### src/rtl/bram_sched_pkg.sv
// Shared types for the frame BRAM write-port scheduler.
package bram_sched_pkg;

    // The port is either handed out to stream/random writers or owned by the clear engine.
    typedef enum logic {
        RUN   = 1'b0,
        CLEAR = 1'b1
    } state_t;

endpackage

### src/rtl/rr_arb2.sv
// Two-requester round-robin arbiter. req[0] is the stream and req[1] is the random writer.
// gnt is combinational from req. When both requesters are active, the one not served last wins.
module rr_arb2 (
    input  logic       clk,
    input  logic       rst,
    input  logic [1:0] req,
    input  logic       advance,
    output logic [1:0] gnt
);

    // High when requester 1 should win the next tie. Reset favours the stream.
    logic pref_r;

    assign gnt[0] = req[0] & (~req[1] | ~pref_r);
    assign gnt[1] = req[1] & (~req[0] |  pref_r);

    // After a grant is accepted, hand the tie-break to the other requester.
    always_ff @(posedge clk) begin
        if (rst)
            pref_r <= 1'b0;
        else if (advance)
            pref_r <= gnt[0];
    end

endmodule

### src/rtl/bram_wr_sched.sv
// Write-port scheduler for the frame BRAM. It muxes the sensor stream (auto-incrementing
// address), random overlay/host writes and a whole-memory clear onto one registered write port.
module bram_wr_sched
    import bram_sched_pkg::*;
#(
    parameter  int WIDTH = 8,
    parameter  int DEPTH = 256,
    localparam int ADDRW = $clog2(DEPTH)
) (
    input  logic             clk,
    input  logic             rst,
    input  logic             clear_start,
    input  logic [WIDTH-1:0] clear_value,
    output logic             clear_busy,
    input  logic             s_valid,
    output logic             s_ready,
    input  logic [WIDTH-1:0] s_data,
    input  logic             s_last,
    output logic             frame_done,
    input  logic             r_valid,
    output logic             r_ready,
    input  logic [ADDRW-1:0] r_addr,
    input  logic [WIDTH-1:0] r_data,
    output logic             we,
    output logic [ADDRW-1:0] addr_write,
    output logic [WIDTH-1:0] data_in
);

    localparam logic [ADDRW-1:0] LAST_ADDR = ADDRW'(DEPTH - 1);

    state_t           state;
    logic [ADDRW-1:0] s_addr;
    logic [ADDRW-1:0] clr_cnt;
    logic [1:0]       gnt;
    logic             grant_ok;
    logic             s_hs;
    logic             r_hs;
    logic             s_wrap;

    // Requesters may only be granted in RUN. A clear request in the same cycle takes priority.
    // Reset also masks the grants so that no ready is raised while rst is high.
    assign grant_ok = ~rst & (state == RUN) & ~clear_start;

    rr_arb2 u_arb (
        .clk     (clk),
        .rst     (rst),
        .req     ({r_valid, s_valid} & {2{grant_ok}}),
        .advance (s_hs | r_hs),
        .gnt     (gnt)
    );

    // A grant is only raised for a valid requester, so a grant is a handshake.
    assign s_ready = gnt[0];
    assign r_ready = gnt[1];
    assign s_hs    = gnt[0];
    assign r_hs    = gnt[1];
    assign s_wrap  = s_last | (s_addr == LAST_ADDR);

    // Scheduler FSM. It owns the address counters and the registered BRAM write stage.
    always_ff @(posedge clk) begin
        if (rst) begin
            state      <= RUN;
            s_addr     <= '0;
            clr_cnt    <= '0;
            clear_busy <= 1'b0;
            frame_done <= 1'b0;
            we         <= 1'b0;
            addr_write <= '0;
            data_in    <= '0;
        end else begin
            we         <= 1'b0;
            frame_done <= 1'b0;
            case (state)
                RUN: begin
                    if (clear_start) begin
                        // Restart the frame so the first beat after the clear lands at 0.
                        state      <= CLEAR;
                        clear_busy <= 1'b1;
                        clr_cnt    <= '0;
                        s_addr     <= '0;
                    end else if (s_hs) begin
                        we         <= 1'b1;
                        addr_write <= s_addr;
                        data_in    <= s_data;
                        frame_done <= s_wrap;
                        s_addr     <= s_wrap ? '0 : s_addr + ADDRW'(1);
                    end else if (r_hs) begin
                        we         <= 1'b1;
                        addr_write <= r_addr;
                        data_in    <= r_data;
                    end
                end
                CLEAR: begin
                    // clear_value is sampled on each step, so a changing value is not latched.
                    we         <= 1'b1;
                    addr_write <= clr_cnt;
                    data_in    <= clear_value;
                    clr_cnt    <= clr_cnt + ADDRW'(1);
                    if (clr_cnt == LAST_ADDR) begin
                        state      <= RUN;
                        clear_busy <= 1'b0;
                        clr_cnt    <= '0;
                    end
                end
                default: state <= RUN;
            endcase
        end
    end

endmodule

### config.mk
export PLATFORM = sky130hd
export DESIGN_NAME = bram_wr_sched
export DESIGN_NICKNAME = d
export VERILOG_FILES = /design/src/rtl/bram_sched_pkg.sv /design/src/rtl/rr_arb2.sv /design/src/rtl/bram_wr_sched.sv
export SDC_FILE = /design/constraint.sdc
export NUM_CORES = 1
export LEC_CHECK = 0
export ABC_AREA = 1
export CAP_MARGIN = 10
export CORE_UTILIZATION = 50
export CTS_CLUSTER_DIAMETER = 100
export DETAILED_ROUTE_END_ITERATION = 8
export MAX_ROUTING_LAYER = met4
export PLACE_DENSITY_LB_ADDON = 0.2
export SLEW_MARGIN = 15
export SYNTH_ARGS = -nofsm -noshare
export SYNTH_HDL_FRONTEND = slang
export SYNTH_HIERARCHICAL = 1
export SYNTH_SLANG_ARGS = --single-unit
### constraint.sdc
create_clock -name clk -period 4.36 [get_ports clk]
set_clock_uncertainty 0.05 [all_clocks]
set_input_delay 1.09 -clock clk [delete_from_list [all_inputs] [get_ports clk]]
set_output_delay 1.09 -clock clk [all_outputs]
set_load 0.02 [all_outputs]
# ---- Yosys cells after proc, flatten, opt, wreduce, memory -nomap -nowiden
# Cells that the tools add are included.
dict set report totals {
  ff_bits 37
  out_inout_bits 21
}
dict set report classes {
  addsub 2
  eq_ne 6
  muxes 24
  bitwise 16
  n_reduce_logical 5
}
# op count
set op_table {}
lappend op_table {{8-bit 2-to-1 mux} 11}
lappend op_table {{8-bit case mux with 2 select lines} 3}
lappend op_table {{8-bit by 1-bit adder with 8-bit output, second input constant} 2}
lappend op_table {{8-bit equality test, second input constant} 2}
lappend op_table {{1-bit 2-to-1 mux} 7}
lappend op_table {{1-bit NOT} 7}
lappend op_table {{1-bit case mux with 2 select lines} 3}
lappend op_table {{2-bit AND reduction} 3}
lappend op_table {{1-bit bitwise AND} 4}
lappend op_table {{2-bit inequality test, second input constant} 2}
lappend op_table {{1-bit OR} 4}
lappend op_table {{4-bit OR reduction} 1}
lappend op_table {{3-bit inequality test, second input constant} 1}
lappend op_table {{2-bit bitwise AND} 1}
lappend op_table {{2-bit by 1-bit inequality test with 1-bit output, second input constant} 1}
lappend op_table {{2-bit nonzero test} 1}

# ---- Logic depth before layout (Yosys ltp)
dict set report depth {
  ltp_word 11
  ltp_mapped 15
  mapped_depth_nobuf 13
}

# ---- By module
# Netlist, hierarchy kept.
# mod instances cells_per_inst area_per_inst_um2 seq_area_each_um2
set modules_own_cells {}
lappend modules_own_cells {bram_wr_sched 1 272 1893.1 720.7}
lappend modules_own_cells {rr_arb2 1 11 61.3 20.0}

# ---- Least setup slack after synthesis
# Ideal clock, no wire load.
dict set report synth_path {
  path_kind {in2out}
  from {input rst}
  to {output r_ready}
  arrival_ns 2.120
  setup_slack_ns 1.100
  path_stages 5
  cell_sequence {buf_2 inv_1 nand2_1 nor2_1 a21boi_0}
}
dict set report synth_via {
  elab_chain_cells 7
}
# item line_no
set synth_lines {}
lappend synth_lines {{start, declared} bram_wr_sched.sv:11} ;# input logic rst,
lappend synth_lines {{1-bit NOT *} bram_wr_sched.sv:42} ;# assign grant_ok = ~rst & (state == RUN) & ~clear_start;
lappend synth_lines {{1-bit bitwise AND * (2 in series)} bram_wr_sched.sv:42}
lappend synth_lines {{2-bit bitwise AND *} bram_wr_sched.sv:47} ;# .req ({r_valid, s_valid} & {2{grant_ok}}),
lappend synth_lines {{1-bit NOT} rr_arb2.sv:15} ;# assign gnt[1] = req[1] & (~req[0] | pref_r);
lappend synth_lines {{1-bit OR} rr_arb2.sv:15}
lappend synth_lines {{1-bit bitwise AND *} rr_arb2.sv:15}
lappend synth_lines {{end, declared} bram_wr_sched.sv:21} ;# output logic r_ready,
# Every way passes the cells marked *; elsewhere a longest branch is shown, timed or not.

# ---- Final worst setup path
dict set report layout_path {
  from {input clear_start}
  to {output r_ready}
}
dict set report layout_via {
  elab_chain_cells 6
}
# item line_no
set layout_lines {}
lappend layout_lines {{start, declared} bram_wr_sched.sv:12} ;# input logic clear_start,
lappend layout_lines {{1-bit NOT *} bram_wr_sched.sv:42}
lappend layout_lines {{1-bit bitwise AND *} bram_wr_sched.sv:42}
lappend layout_lines {{2-bit bitwise AND *} bram_wr_sched.sv:47}
lappend layout_lines {{1-bit NOT} rr_arb2.sv:15}
lappend layout_lines {{1-bit OR} rr_arb2.sv:15}
lappend layout_lines {{1-bit bitwise AND *} rr_arb2.sv:15}
# Marked as above.

==> flow_metrics.py <==
metrics = {
    "pwr": {
        "vdd_drop_max_mv": 0.2619,
        "power_density_nw_per_um2": 299.3,
        "clkPwrFrac_pct": 31.3,
        "leakage_nw": 1.073,
        "power_uw": 778.9,
        "p_int_uw": 565.1,
        "combPwrFrac_pct": 21.4,
        "p_seq_share_pct": 47.3,
        "p_sw_share_pct": 27.45,
        "switchingPower_uw": 213.8,
    },
    "global_routing": {
        "grt_pass1_vias": 1598,
        "antenna_found_initial": 0,
        "grt_overflow_total": 0,
        "grt_pass1_wl_mm": 7.590,
        "grtUsageTotal_pct": 24.53,
        "grt_max_degree": 33,
    },
    "critical_path": {
        "cp-end-kind": "output pin",
        "cp.arrival_ns": 3.02,
        "cpLargestDelayFamily": "buffers and inverters",
        "crit_chain": "clkdlybuf4s50_1, nor2_1, nand2_1, nor2_1, a21boi_0, clkdlybuf4s50_1",
        "r2r_cells": 12,
        "crit_path_max_fanout": 5,
        "cp_slowest_cell": "clkdlybuf4s50_1",
        "rrSetupSlack_ns": 1.92,
        "critPathBufInv": 2,
        "r2r_end": "data_in[7]$_SDFFE_PP0P_",
        "worstSetupPathType": "in2out",
        "slowest_delay_ns": 0.66,
        "critical_path_required_ns": 3.22,
        "timing.rr.start": "state$_SDFF_PP0_",
        "start_kind": "input port",
    },
    "finish": {
        "n_antenna_cell": 0,
        "drive_gt1_share_pct": 6.195,
        "final_cells": 387,
        "utilization_pct": 70.03,
        "syn_to_final_growth_pct": 33.16,
        "nets": 379,
        "fillers": 324,
    },
    "placement": {
        "gp_congestion": 0.9012,
        "hpwl_mm": 3.410,
        "placed_cells": 380,
        "io_buffers": 58,
    },
    "logic_synthesis": {
        "synth-seq-cells": 37,
        "synth_edf_count": 0,
        "yosysWarnings": 6,
        "synth_xor_area_share_pct": 2.241,
        "syn_inst": 283,
        "yosysMostFrequentCell": "nand2_1",
        "ys_types": 32,
        "ys_top_cells_by_area": "dfxtp_1 (38%), nand2_1 (15%), o21ai_0 (5.9%)",
        "synth_common_cells": "nand2_1 (77), dfxtp_1 (37), inv_1 (25)",
        "syn_nets": 323,
        "yosys.area_share.adder_pct": 1.280,
        "synthArstFlopShare_pct": 0,
        "ys_seq_area_share_pct": 37.90,
        "synthMuxAreaShare_pct": 0,
        "synth_top_cell_by_area": "dfxtp_1",
        "synthFlopType": "dfxtp_1",
        "syn_area_per_cell_um2": 6.906,
        "synth_top_area_share_pct": 37.90,
        "syn_area_um2": 1954,
        "synth_compound_area_share_pct": 20.29,
        "synth-simple-area-share_pct": 27.21,
        "synth_top_family_by_area": "simple AND/OR/NAND/NOR gates",
    },
    "clocking": {
        "cts_setup_buffers": 0,
        "cts_sinks": 37,
        "path_clk_slew_ns": 0.07,
        "root_buffer": "clkbuf_8",
        "cts_hold_buf": 0,
        "htree_num_levels": 2,
        "cts_max_path_buffers": 2,
        "insertion_delay_ns": 0.29,
        "cts_tree": "built",
        "cts_buffers": 5,
        "cts-resized-gates": 0,
    },
    "floorplan": {
        "rows": 22,
        "io_pins": 59,
        "coreArea_um2": 3716,
        "die_y_um": 64.52,
        "die_x_um": 64.52,
        "dieArea_um2": 4163,
        "start_util_pct": 52.59,
    },
    "routing": {
        "wl_per_cell_um": 12.09,
        "drt_iter0_drc": 147,
        "num_vias": 1952,
        "drc": 0,
        "routed_wl_mm": 4.677,
        "vias_per_cell": 5.044,
        "drt-pass1-iter-count": 4,
        "postRouteAntennaNets": 0,
    },
    "hold_path": {
        "min-delay-start": "addr_write[0]$_SDFFE_PP0P_",
        "whs_path_depth": 2,
        "whs_endpoint": "addr_write[0]$_SDFFE_PP0P_",
        "hold_class": "reg2reg",
    },
    "sta": {
        "rsz0062_at_grt": "no",
        "whs_ns": 0.4191,
        "relSlewSlack_pct": 73.73,
        "drv_slew": 0,
        "worst_pin_slew_ns": 0.3935,
        "tns_ns": 0,
        "setup_viol": 0,
        "clock.fmax_ghz": 0.2402,
        "min_period_over_period_pct": 95.49,
        "finalHoldViolCount": 0,
        "period_minus_slack_ns": 4.163,
    },
    "outcome": {
        "status": "finished, final reports clean",
    },
    "flow_run": {
        "maxCapViolCount": 0,
    },
}
## per-layer routing
layer | part of all wire (%) | track usage, % | wire (um) | up-vias
li1 | - | - | - | 1036
met1 | 47 | 32.22 | 2194 | 853
met2 | 46 | 35.66 | 2134 | 53
met3 | 5.6 | 5.986 | 261 | 10
met4 | 1.9 | 10.56 | 87 | 0
met5 | 0 | - | 0 | -
## metrics by stage
step                worst slack, ns  cell area, um^2
floorplan                     1.100             1954
global placement             0.3202             2516
detailed placement           0.1992             2516
CTS                          0.1888             2603
global route                0.05044             2603
finish                       0.1968             2603
## registers in the layout (all words and copies together) (netlist names)
| register | cells |
|---|---|
| state | 1 |
| data_in | 8 |
| u_arb/pref_r | 1 |
| frame_done | 1 |
| clr_cnt | 8 |
| addr_write | 8 |
| we | 1 |
| s_addr | 8 |
| clear_busy | 1 |
## cell families (layout without fill, tap and decap cells)
family / count (synthesis) / count (layout)
simple gates: 127 / 127
flops: 37 / 37
fa+ha+maj: 2 / 2
buf+inv: 41 / 97
compound gates: 71 / 71
xor+xnor: 5 / 5
## cells in the final DEF (no fill, tap or decap), types with 2 or more instances in the layout
master,count
dfxtp_1,37
buf_4,4
o21ai_2,3
inv_1,25
nor2_1,23
o22ai_1,2
nand2_1,77
o21ai_1,13
inv_2,2
a21oi_1,22
clkdlybuf4s50_1,58
ha_1,2
nand3_1,20
nand2_4,2
clkbuf_8,6
xor2_1,4
o21ai_0,23
a211oi_1,3
## tightest hold or removal path, delay by kind of cell (launching register included)
family           cells  cell delay [ns]
flip-flops           1             0.31
AND/OR/NAND/NOR      1             0.06
AO/OA/AOI/OAI        1             0.05
## final cells by class
type                       count  area [um^2]  area share, %
clock buffer                   7        86.33          3.317
multi-input combinational    205        997.2          38.32
tap                           48        60.06          2.308
inverter                      28        107.6          4.135
sequential                    37        740.7          28.46
timing repair buffer          62        610.6          23.46
## power groups by stage
stage / logic, mW / registers [mW] / clock network, mW
2_1_floorplan: 0.0780 / 0.393 / 0
3_5_place_dp: 0.166 / 0.376 / 0
3_3_place_gp: 0.165 / 0.376 / 0
5_1_grt: 0.182 / 0.371 / 0.265
6_report: 0.167 / 0.369 / 0.244
4_1_cts: 0.167 / 0.369 / 0.247
## how the worst max path moves through the flow
stage                     cells past startpoint         from  slack [ns]       to
after floorplan                               5          rst        1.10  r_ready
after global placement                        6  clear_start        0.32  r_ready
after detailed placement                      6  clear_start        0.20  r_ready
after CTS                                     6  clear_start        0.19  r_ready
after global routing                          6  clear_start        0.05  r_ready
final                                         6  clear_start        0.20  r_ready
No activity file was read; power rests on OpenSTA's default activity.
